==> src/rtl/io_pkg.sv <==
// Shared definitions for the io_out UART trace path.
//   tx_state_e           : TX FSM state encoding (IDLE=0, START=1, DATA=2, STOP=3)
//   UART_DATA_BITS       : data bits per UART character
//   BYTES_PER_WORD       : bytes sent per io_out word
//   DEFAULT_CLKS_PER_BIT : 100 MHz / 115200 baud
package io_pkg;

    typedef enum logic [1:0] {
        StIdle  = 2'd0,
        StStart = 2'd1,
        StData  = 2'd2,
        StStop  = 2'd3
    } tx_state_e;

    localparam int unsigned UART_DATA_BITS       = 8;
    localparam int unsigned BYTES_PER_WORD       = 4;
    localparam int unsigned DEFAULT_CLKS_PER_BIT = 868;

endpackage

==> src/rtl/io_word_fifo.sv <==
// Synchronous word FIFO.
//   clk, rstn : clock, asynchronous active-low reset
//   push      : write wdata; accepted when not full, or when a pop happens in the same cycle
//   wdata     : word to write
//   pop       : remove head word; ignored when empty
//   rdata     : head word (valid while not empty)
//   full      : level == DEPTH
//   empty     : level == 0
//   level     : occupancy, 0..DEPTH
module io_word_fifo #(
    parameter int unsigned WIDTH = 32,
    parameter int unsigned DEPTH = 4
) (
    input  logic                     clk,
    input  logic                     rstn,
    input  logic                     push,
    input  logic [WIDTH-1:0]         wdata,
    input  logic                     pop,
    output logic [WIDTH-1:0]         rdata,
    output logic                     full,
    output logic                     empty,
    output logic [$clog2(DEPTH):0]   level
);

    localparam int unsigned PtrW = $clog2(DEPTH);
    localparam logic [PtrW:0] LevelFull = (PtrW + 1)'(DEPTH);

    logic [WIDTH-1:0] mem_q [DEPTH];
    logic [PtrW-1:0]  wptr_q;
    logic [PtrW-1:0]  rptr_q;
    logic [PtrW:0]    level_q;
    logic             do_push;
    logic             do_pop;

    assign empty   = (level_q == '0);
    assign full    = (level_q == LevelFull);
    assign do_pop  = pop && !empty;
    // A pop frees the slot this cycle, so a full FIFO can still take a word.
    assign do_push = push && (!full || do_pop);
    assign rdata   = mem_q[rptr_q];
    assign level   = level_q;

    // Pointers wrap naturally since DEPTH is a power of two.
    always_ff @(posedge clk or negedge rstn) begin
        if (!rstn) begin
            wptr_q  <= '0;
            rptr_q  <= '0;
            level_q <= '0;
        end else begin
            if (do_push) begin
                wptr_q <= wptr_q + PtrW'(1);
            end
            if (do_pop) begin
                rptr_q <= rptr_q + PtrW'(1);
            end
            if (do_push && !do_pop) begin
                level_q <= level_q + (PtrW + 1)'(1);
            end else if (do_pop && !do_push) begin
                level_q <= level_q - (PtrW + 1)'(1);
            end
        end
    end

    // Storage needs no reset: contents are only read behind a non-zero level.
    always_ff @(posedge clk) begin
        if (do_push) begin
            mem_q[wptr_q] <= wdata;
        end
    end

endmodule

==> src/rtl/io_out_uart_tx.sv <==
// Watches the cpu io_out word, queues every change and sends each queued word over a UART
// line as 4 little-endian 8N1 bytes.
//   clk, rstn : clock, asynchronous active-low reset
//   io_out    : word driven by the cpu io_out port
//   tx        : UART serial line (registered, idle high)
//   busy      : FIFO non-empty or a frame in flight
//   overflow  : sticky; a changed word was dropped because the FIFO was full
//   level     : current FIFO occupancy
module io_out_uart_tx
    import io_pkg::*;
#(
    parameter int unsigned CLKS_PER_BIT = DEFAULT_CLKS_PER_BIT,
    parameter int unsigned FIFO_DEPTH   = 4
) (
    input  logic                         clk,
    input  logic                         rstn,
    input  logic [31:0]                  io_out,
    output logic                         tx,
    output logic                         busy,
    output logic                         overflow,
    output logic [$clog2(FIFO_DEPTH):0]  level
);

    localparam int unsigned CntW     = $clog2(CLKS_PER_BIT);
    localparam int unsigned BitIdxW  = $clog2(UART_DATA_BITS);
    localparam int unsigned ByteIdxW = $clog2(BYTES_PER_WORD);

    localparam logic [CntW-1:0]     CntMax      = CntW'(CLKS_PER_BIT - 1);
    localparam logic [BitIdxW-1:0]  BitIdxLast  = BitIdxW'(UART_DATA_BITS - 1);
    localparam logic [ByteIdxW-1:0] ByteIdxLast = ByteIdxW'(BYTES_PER_WORD - 1);

    tx_state_e           state_q, state_d;
    logic [CntW-1:0]     cnt_q, cnt_d;
    logic [BitIdxW-1:0]  bit_idx_q, bit_idx_d;
    logic [ByteIdxW-1:0] byte_idx_q, byte_idx_d;
    logic [31:0]         shift_word_q, shift_word_d;
    logic [31:0]         prev_word_q;
    logic                tx_q, tx_d;
    logic                overflow_q;

    logic        push;
    logic        pop;
    logic        bit_done;
    logic [7:0]  next_byte;
    logic [31:0] fifo_rdata;
    logic        fifo_full;
    logic        fifo_empty;

    // prev_word resets to 0, so a non-zero word at reset release yields one push.
    assign push = (io_out != prev_word_q);
    assign pop  = (state_q == StIdle) && !fifo_empty;

    io_word_fifo #(
        .WIDTH (32),
        .DEPTH (FIFO_DEPTH)
    ) u_fifo (
        .clk   (clk),
        .rstn  (rstn),
        .push  (push),
        .wdata (io_out),
        .pop   (pop),
        .rdata (fifo_rdata),
        .full  (fifo_full),
        .empty (fifo_empty),
        .level (level)
    );

    assign bit_done = (cnt_q == CntMax);

    always_comb begin
        state_d      = state_q;
        cnt_d        = cnt_q;
        bit_idx_d    = bit_idx_q;
        byte_idx_d   = byte_idx_q;
        shift_word_d = shift_word_q;

        unique case (state_q)
            StIdle: begin
                if (pop) begin
                    shift_word_d = fifo_rdata;
                    byte_idx_d   = '0;
                    cnt_d        = '0;
                    state_d      = StStart;
                end
            end
            StStart: begin
                if (bit_done) begin
                    cnt_d     = '0;
                    bit_idx_d = '0;
                    state_d   = StData;
                end else begin
                    cnt_d = cnt_q + CntW'(1);
                end
            end
            StData: begin
                if (bit_done) begin
                    cnt_d = '0;
                    if (bit_idx_q == BitIdxLast) begin
                        state_d = StStop;
                    end else begin
                        bit_idx_d = bit_idx_q + BitIdxW'(1);
                    end
                end else begin
                    cnt_d = cnt_q + CntW'(1);
                end
            end
            StStop: begin
                if (bit_done) begin
                    cnt_d = '0;
                    if (byte_idx_q == ByteIdxLast) begin
                        state_d = StIdle;
                    end else begin
                        byte_idx_d = byte_idx_q + ByteIdxW'(1);
                        state_d    = StStart;
                    end
                end else begin
                    cnt_d = cnt_q + CntW'(1);
                end
            end
            default: begin
                state_d = StIdle;
            end
        endcase
    end

    // tx is computed from next-state values and registered, so the line changes exactly
    // on the state/bit boundary edge with no combinational path to the pin.
    assign next_byte = shift_word_d[{byte_idx_d, 3'b000} +: 8];

    always_comb begin
        tx_d = 1'b1;
        unique case (state_d)
            StStart: tx_d = 1'b0;
            StData:  tx_d = next_byte[bit_idx_d];
            default: tx_d = 1'b1;
        endcase
    end

    always_ff @(posedge clk or negedge rstn) begin
        if (!rstn) begin
            state_q      <= StIdle;
            cnt_q        <= '0;
            bit_idx_q    <= '0;
            byte_idx_q   <= '0;
            shift_word_q <= '0;
            prev_word_q  <= '0;
            tx_q         <= 1'b1;
            overflow_q   <= 1'b0;
        end else begin
            state_q      <= state_d;
            cnt_q        <= cnt_d;
            bit_idx_q    <= bit_idx_d;
            byte_idx_q   <= byte_idx_d;
            shift_word_q <= shift_word_d;
            prev_word_q  <= io_out;
            tx_q         <= tx_d;
            if (push && fifo_full && !pop) begin
                overflow_q <= 1'b1;
            end
        end
    end

    assign tx       = tx_q;
    assign overflow = overflow_q;
    assign busy     = (state_q != StIdle) || (level != '0);

endmodule

==> config.mk <==
export PLATFORM = sky130hd
export DESIGN_NAME = io_out_uart_tx
export DESIGN_NICKNAME = d
export VERILOG_FILES = /design/src/rtl/io_pkg.sv /design/src/rtl/io_word_fifo.sv /design/src/rtl/io_out_uart_tx.sv
export SDC_FILE = /design/constraint.sdc
export NUM_CORES = 1
export LEC_CHECK = 0
export CAP_MARGIN = 5
export CORE_UTILIZATION = 25
export DETAILED_ROUTE_END_ITERATION = 10
export PLACE_DENSITY = 0.48
export SLEW_MARGIN = 10
export SYNTH_ARGS = -nofsm -noshare
export SYNTH_HDL_FRONTEND = slang
export SYNTH_HIERARCHICAL = 1
export SYNTH_SLANG_ARGS = --single-unit
==> constraint.sdc <==
create_clock -name clk -period 3.7 [get_ports clk]
set_clock_uncertainty 0.1 [all_clocks]
set_input_delay 0.74 -clock clk [delete_from_list [all_inputs] [get_ports clk]]
set_output_delay 0.74 -clock clk [all_outputs]
set_load 0.01 [all_outputs]
==> results of run 1 <==
-- path summary, 6_finish.rpt --
path,from,end,slack (ns)
max,state_q[0],busy,0.34
min,rstn,cnt_q[5],0.17
max reg2reg,state_q[0],tx,0.45
min reg2reg,shift_word_q[28],shift_word_q[28],0.39
max in group asynchronous,rstn,prev_word_q[23],2.55
min in group clk,shift_word_q[28],shift_word_q[28],0.39
-- worst reg2reg max path, stage by stage, from the launching register on --
cell       delay [ns]
dfrtp_1          0.41
inv_1            0.11
ha_1             0.43
nand2b_1         0.19
nor4_1           0.38
o2bb2ai_4        0.13
buf_12           0.19
mux2i_1          0.15
mux2_2           0.29
mux2_2           0.27
a2bb2oi_1        0.14
a41oi_1          0.34
-- metrics by stage --
stage / instances / hold WS (ns) / cell area, µm² / total power, W
3_3_place_gp: 1022 / 0.377 / 10200 / 0.00334
5_1_grt: 1067 / 0.256 / 10900 / 0.00579
6_report: 1067 / 0.174 / 10900 / 0.00555
4_1_cts: 1067 / 0.224 / 10900 / 0.00564
2_1_floorplan: 499 / 0.344 / 8900 / 0.00314
3_5_place_dp: 1022 / 0.384 / 10200 / 0.00335
-- power breakdown --
| group | internal, W | leakage, nW | switching [W] |
|---|---|---|---|
| sequential | 0.00274 | 2.21 | 0.0000484 |
| combinational | 0.000266 | 1.45 | 0.000238 |
| clock | 0.00133 | 0.366 | 0.000928 |
-- sequential cells by signal, indices dropped and copies added, names as in the netlist, 3 cells and up --
name,count
prev_word_q,32
cnt_q,10
shift_word_q,32
u_fifo/mem_q,128
bit_idx_q,3
u_fifo/level,3
-- layout make-up --
cell class / instances / area, µm²
Clock inverter: 13 / 88.8
Fill cell: 3326 / 23900
Sequential cell: 218 / 6100
Tap cell: 455 / 569
Inverter: 11 / 41.3
Multi-Input combinational cell: 254 / 2630
Timing Repair Buffer: 84 / 826
Clock buffer: 32 / 662
-- cells by family (layout without fill, tap and decap cells) --
family,count (synthesis),in the layout,share of synthesized area (%)
compound gates,25,25,2.35
xor+xnor,45,45,4.43
flops,218,218,68.5
simple gates,77,77,4.99
buf+inv,27,140,1.97
mux,94,94,15.8
fa+ha+maj,13,13,1.91
-- per-layer routing --
metal | track usage [%] | share of wire [%] | routed length [µm] | vias to the layer above
li1 | - | - | - | 2084
met1 | 13.4 | 45 | 8300 | 2345
met2 | 17.6 | 48 | 8870 | 73
met3 | 1.79 | 3.2 | 580 | 38
met4 | 3.91 | 3.1 | 566 | 0
met5 | 0 | 0 | 0 | -
-- Yosys cell counts (4+ instances only) --
cell,count,area (µm²)
mux4_1,4,105
nor2b_1,4,25.0
nand4_1,8,50.1
nand3_1,5,25.0
mux2_2,41,462
edfxtp_1,128,3840
xnor2_1,37,324
and2_1,5,31.3
inv_1,11,41.3
mux4_2,28,631
xor2_1,8,70.1
ha_1,12,150
o21ai_0,6,30.0
nand2_1,17,63.8
dfrtp_1,89,2230
buf_2,8,40.0
mux2i_1,21,210
nor2_1,16,60.1
==> results.yml, run 1 <==
finish:
  nets: 641
  finish.utilization_pct: 31.4
  area_delta_synth_final_pct: 22.7
  drive_above_1_share_pct: 26.6
  antenna_cells: 0
  final_common_cell: "edfxtp_1"
  layout_common_cells: "edfxtp_1, dfrtp_1, mux2_2"
sta:
  timing.final.crit_period_ns: 3.36
  timing.final.hold_violations: 0
  tightest_slew_ns: 0.752
  rsz0062_at_grt: "no"
  max_freq_mhz: 298
  finalWorstSetupSlack_ns: 0.342
  slew_headroom_pct: 49.9
  setup_viol: 0
  slew_viol_final: 0
  min_period_over_period_pct: 90.7
  tns_ns: 0
floorplan:
  rows: 68
  ios: 40
  core_mm2: 0.0348
  start_util_pct: 25.6
  die_h_um: 191
  dieArea_mm2: 0.0363
  die_w_um: 191
synth:
  synth-main-ff-cell: "edfxtp_1"
  synth-seq-area-share_pct: 68.5
  synth-seq-cells: 218
  synth_edf_count: 128
  syn_avg_cell_area_um2: 17.8
  syn_inst: 499
  synth.distinct_cells: 55
  synth_warnings: 6
  syn_area_mm2: 0.00890
  synth_fp_nets: 546
  async_flop_share_pct: 41.3
clock_network:
  htreeDepth: 1
  clk_path_buf_depth: 3
  insertion_delay_ns: 0.51
  post-cts-setup-buffer-count: 0
  cts.clk_slew.worst_paths_ns: 0.06
  cts.sinks: 218
  cts-hold-fix-buffers: 0
  numCtsBuffers: 25
  cts-resized-gates: 0
  cts-root-buf: "clkbuf_16"
  tritoncts: "built"
critical_path:
  crit_chain: "inv_1 -> ha_1 -> or4b_2 -> clkdlybuf4s50_1"
  reg2reg_depth: 11
  crit_cells: 4
  path_max_fanout: 7
  cpLargestDelayFamily: "buffers and inverters"
  critical_path.startpoint_type: "flop"
  cpMaxStageDelayCell: "or4b_2"
  endpoint_kind: "output pin"
  path_buf_inv: 2
  crit_required_ns: 2.86
  slowest_delay_ns: 0.62
  critPathArrivalTime_ns: 2.52
  path_class: "flop to output pin"
detailed_routing:
  ant_nets: 0
  vias: 4540
  viasPerCell: 4.25
  drcViolationCount: 0
  wl_per_cell_um: 17.2
  first_pass_iters: 4
  routed_wl_um: 18300
  drt_iter0_drc: 126
place:
  io_buffer_count: 39
  finalWeightedCongestion: 0.721
  place_ws_ns: 0.0293
  dpl.hpwl_um: 11600
global_route:
  grt_pass1_wl_um: 29000
  antenna_found_initial: 0
  groute.usage.overall_pct: 10.5
  grt_max_degree: 50
  grt.overflow.total: 0
  grt_pass1_vias: 5065
flow_run:
  cap_violations: 0
power_and_ir_drop:
  p_per_area_mw_per_mm2: 508
  leakage_nw: 4.02
  ir_drop_mv: 0.263
outcome:
  status: "finished, final reports clean"
hold_path:
  worstHoldPathType: "input pin to asynchronous set/reset pin"
(Power assumes the default switching activity.)
==> run 2: changes to the inputs <==
- SYNTH_HIERARCHICAL: 1 -> not set
==> run 2 against run 1 <==
- count of clock-buffer cells in the layout is 2 lower
- critical path depth is 6 higher
- sequential share of layout area rose by 0.17 points
- flip-flop and latch count stayed put
- routed wire length rose by 6.4%
- non-clock buffer count fell by 10
- synthesized area up 0.41%
- critical path type is now flop to flop
==> results.yml, run 2 <==
place:
  finalWeightedCongestion: 0.832
  place_area_mm2: 0.0101
  io_buffer_count: 39
  dpl.hpwl_um: 12300
  place_inst: 1036
synth:
  syn_inst: 527
  synth.top_cells.by_count: "edfxtp_1, dfrtp_1, xor2_1"
  syn_area_mm2: 0.00893
  synth_most_common_cell: "edfxtp_1"
  yosys.area.top_type: "edfxtp_1"
  synth-main-ff-cell: "edfxtp_1"
  synth.distinct_cells: 61
  async_flop_share_pct: 41.3
  synth_fp_nets: 574
  synth_warnings: 0
  synth_edf_count: 128
  synthTopCellsByArea: "edfxtp_1, dfrtp_1, mux4_2"
  syn_avg_cell_area_um2: 17.0
  synth_top_area_share_pct: 43.0
  synth-seq-area-share_pct: 68.2
  synth-seq-cells: 218
finish:
  nFillCells: 3414
  seqCellArea_mm2: 0.00610
  area_delta_synth_final_pct: 21.8
  layout_common_cells: "edfxtp_1, dfrtp_1, clkdlybuf4s50_1"
  largest_register_ff_count: 128
  final_common_cell: "edfxtp_1"
  drive_above_1_share_pct: 25.4
  final_area_mm2: 0.0109
  fin_cells: 1080
  regMostFlops: "u_fifo.mem_q"
  multi_input_area_mm2: 0.00267
  top_regs: "u_fifo.mem_q (128), prev_word_q (32), shift_word_q (32)"
  nets: 654
  antenna_cells: 0
critical_path:
  path_max_fanout: 11
  worstReg2RegStart: "state_q[0]"
  crit_start: "state_q[0]"
  path_class: "flop to flop"
  critical_path.startpoint_type: "flop"
  crit_required_ns: 3.97
  critPathArrivalTime_ns: 3.74
  endpoint_kind: "flop"
floorplan:
  ios: 40
  core_mm2: 0.0349
  dieArea_mm2: 0.0365
  die_w_um: 191
  rows: 68
  die_h_um: 191
  start_util_pct: 25.6
detailed_routing:
  drt_iter0_drc: 290
  ant_nets: 0
  vias: 4819
  wl_per_cell_um: 18.0
  routed_wl_um: 19500
  viasPerCell: 4.46
  first_pass_iters: 4
  drcViolationCount: 0
clock_network:
  cts-root-buf: "clkbuf_16"
  cts.clk_slew.worst_paths_ns: 0.06
  numCtsBuffers: 24
  cts.sinks: 218
  tritoncts: "built"
  cts-hold-fix-buffers: 0
  clk_path_buf_depth: 3
  cts-resized-gates: 0
  post-cts-setup-buffer-count: 0
  insertion_delay_ns: 0.53
  htreeDepth: 1
global_route:
  groute.usage.overall_pct: 11.0
  grt.overflow.total: 0
  grt_pass1_wl_um: 30400
  antenna_found_initial: 0
  grt_pass1_vias: 5167
  grt_max_degree: 63
sta:
  min_period_over_period_pct: 93.9
  hold_slack_ns: 0.237
  slew_viol_final: 0
  timing.final.hold_violations: 0
  timing.final.crit_period_ns: 3.47
  setup_viol: 0
  tightest_slew_ns: 0.907
  max_freq_mhz: 288
  rsz0062_at_grt: "no"
  slew_headroom_pct: 39.6
power_and_ir_drop:
  finalPower_w: 0.00502
  leakage_nw: 3.98
  p_per_area_mw_per_mm2: 461
  ir_drop_mv: 0.309
outcome:
  status: "finished, final reports clean"
hold_path:
  worstHoldPathType: "input pin to asynchronous set/reset pin"
flow_run:
  cap_violations: 0
run 2: cell count changes after synthesis, moves of 5 or more:
cell,change
o21ai_0,+10
o31ai_1,+5
mux2i_1,-13
mux2_2,-8
nand3_1,+5
o21a_1,+6
nor2_1,-6
xnor2_1,-34
xor2_1,+27
a21oi_1,+8
nor3_1,+5
nor4_1,+8
run 2: logic make-up (layout without fill, tap and decap cells):
logic type	Yosys count	after routing	synth area share (%)
AOI/OAI and AO/OA	61	61	5.06
buffers and inverters	35	133	1.93
adders and majority gates	13	13	1.90
and+or+nand+nor	89	89	6.01
DFF	218	218	68.2
muxes	73	73	13.1
xor gates and xnor gates	38	38	3.73
run 2: final cells by class:
cell class / count / share of cell area [%]
Tap cell: 455 / 5.23
Clock buffer: 30 / 5.91
Timing Repair Buffer: 74 / 6.67
Inverter: 15 / 0.517
Clock inverter: 14 / 1.16
Sequential cell: 218 / 56.0
Multi-Input combinational cell: 274 / 24.5
run 2: power by group:
part	leakage [nW]	switching [W]	internal, W	total (W)
Combinational	1.38	0.0000739	0.0000611	0.000135
Sequential	2.22	0.00000793	0.00260	0.00260
Clock	0.374	0.000967	0.00131	0.00228
Total	3.98	0.00105	0.00397	0.00502
run 2: metal layers:
metal	vias up	part of all wire (%)	GRT usage [%]	wire length [µm]
met5	-	0	0	0
met4	0	2.3	3.05	457
met2	96	50	18.6	9650
met3	34	3.2	1.73	627
met1	2506	45	14.5	8750
li1	2183	-	-	-
run 2: critical path, cell delays in order (launching register included):
cell,delay [ns]
dfrtp_1,0.39
inv_1,0.13
ha_1,0.54
nor2b_1,0.22
a41oi_2,0.08
o21a_2,0.33
nor2_4,0.34
o311ai_1,0.13
or4_1,0.49
o2111a_1,0.17
a32oi_1,0.42
run 2: path summary, 6_finish.rpt:
kind,to,slack [ns],cells after the start
max,tx,0.23,10
min,prev_word_q[15],0.24,1
max reg2reg,tx,0.23,10
min reg2reg,cnt_q[9],0.38,1
max in group asynchronous,tx,2.46,2
min in group clk,cnt_q[9],0.38,1
run 2: metrics by stage:
step	setup WS, ns	setup TNS [ns]	utilization, %
after CTS	0.225	0	31.2
final	0.226	0	31.2
after global placement	-0.0616	-0.0616	29.0
after global routing	0.127	0	31.2
after floorplan	0.862	0	-
after detailed placement	-0.152	-0.162	29.0
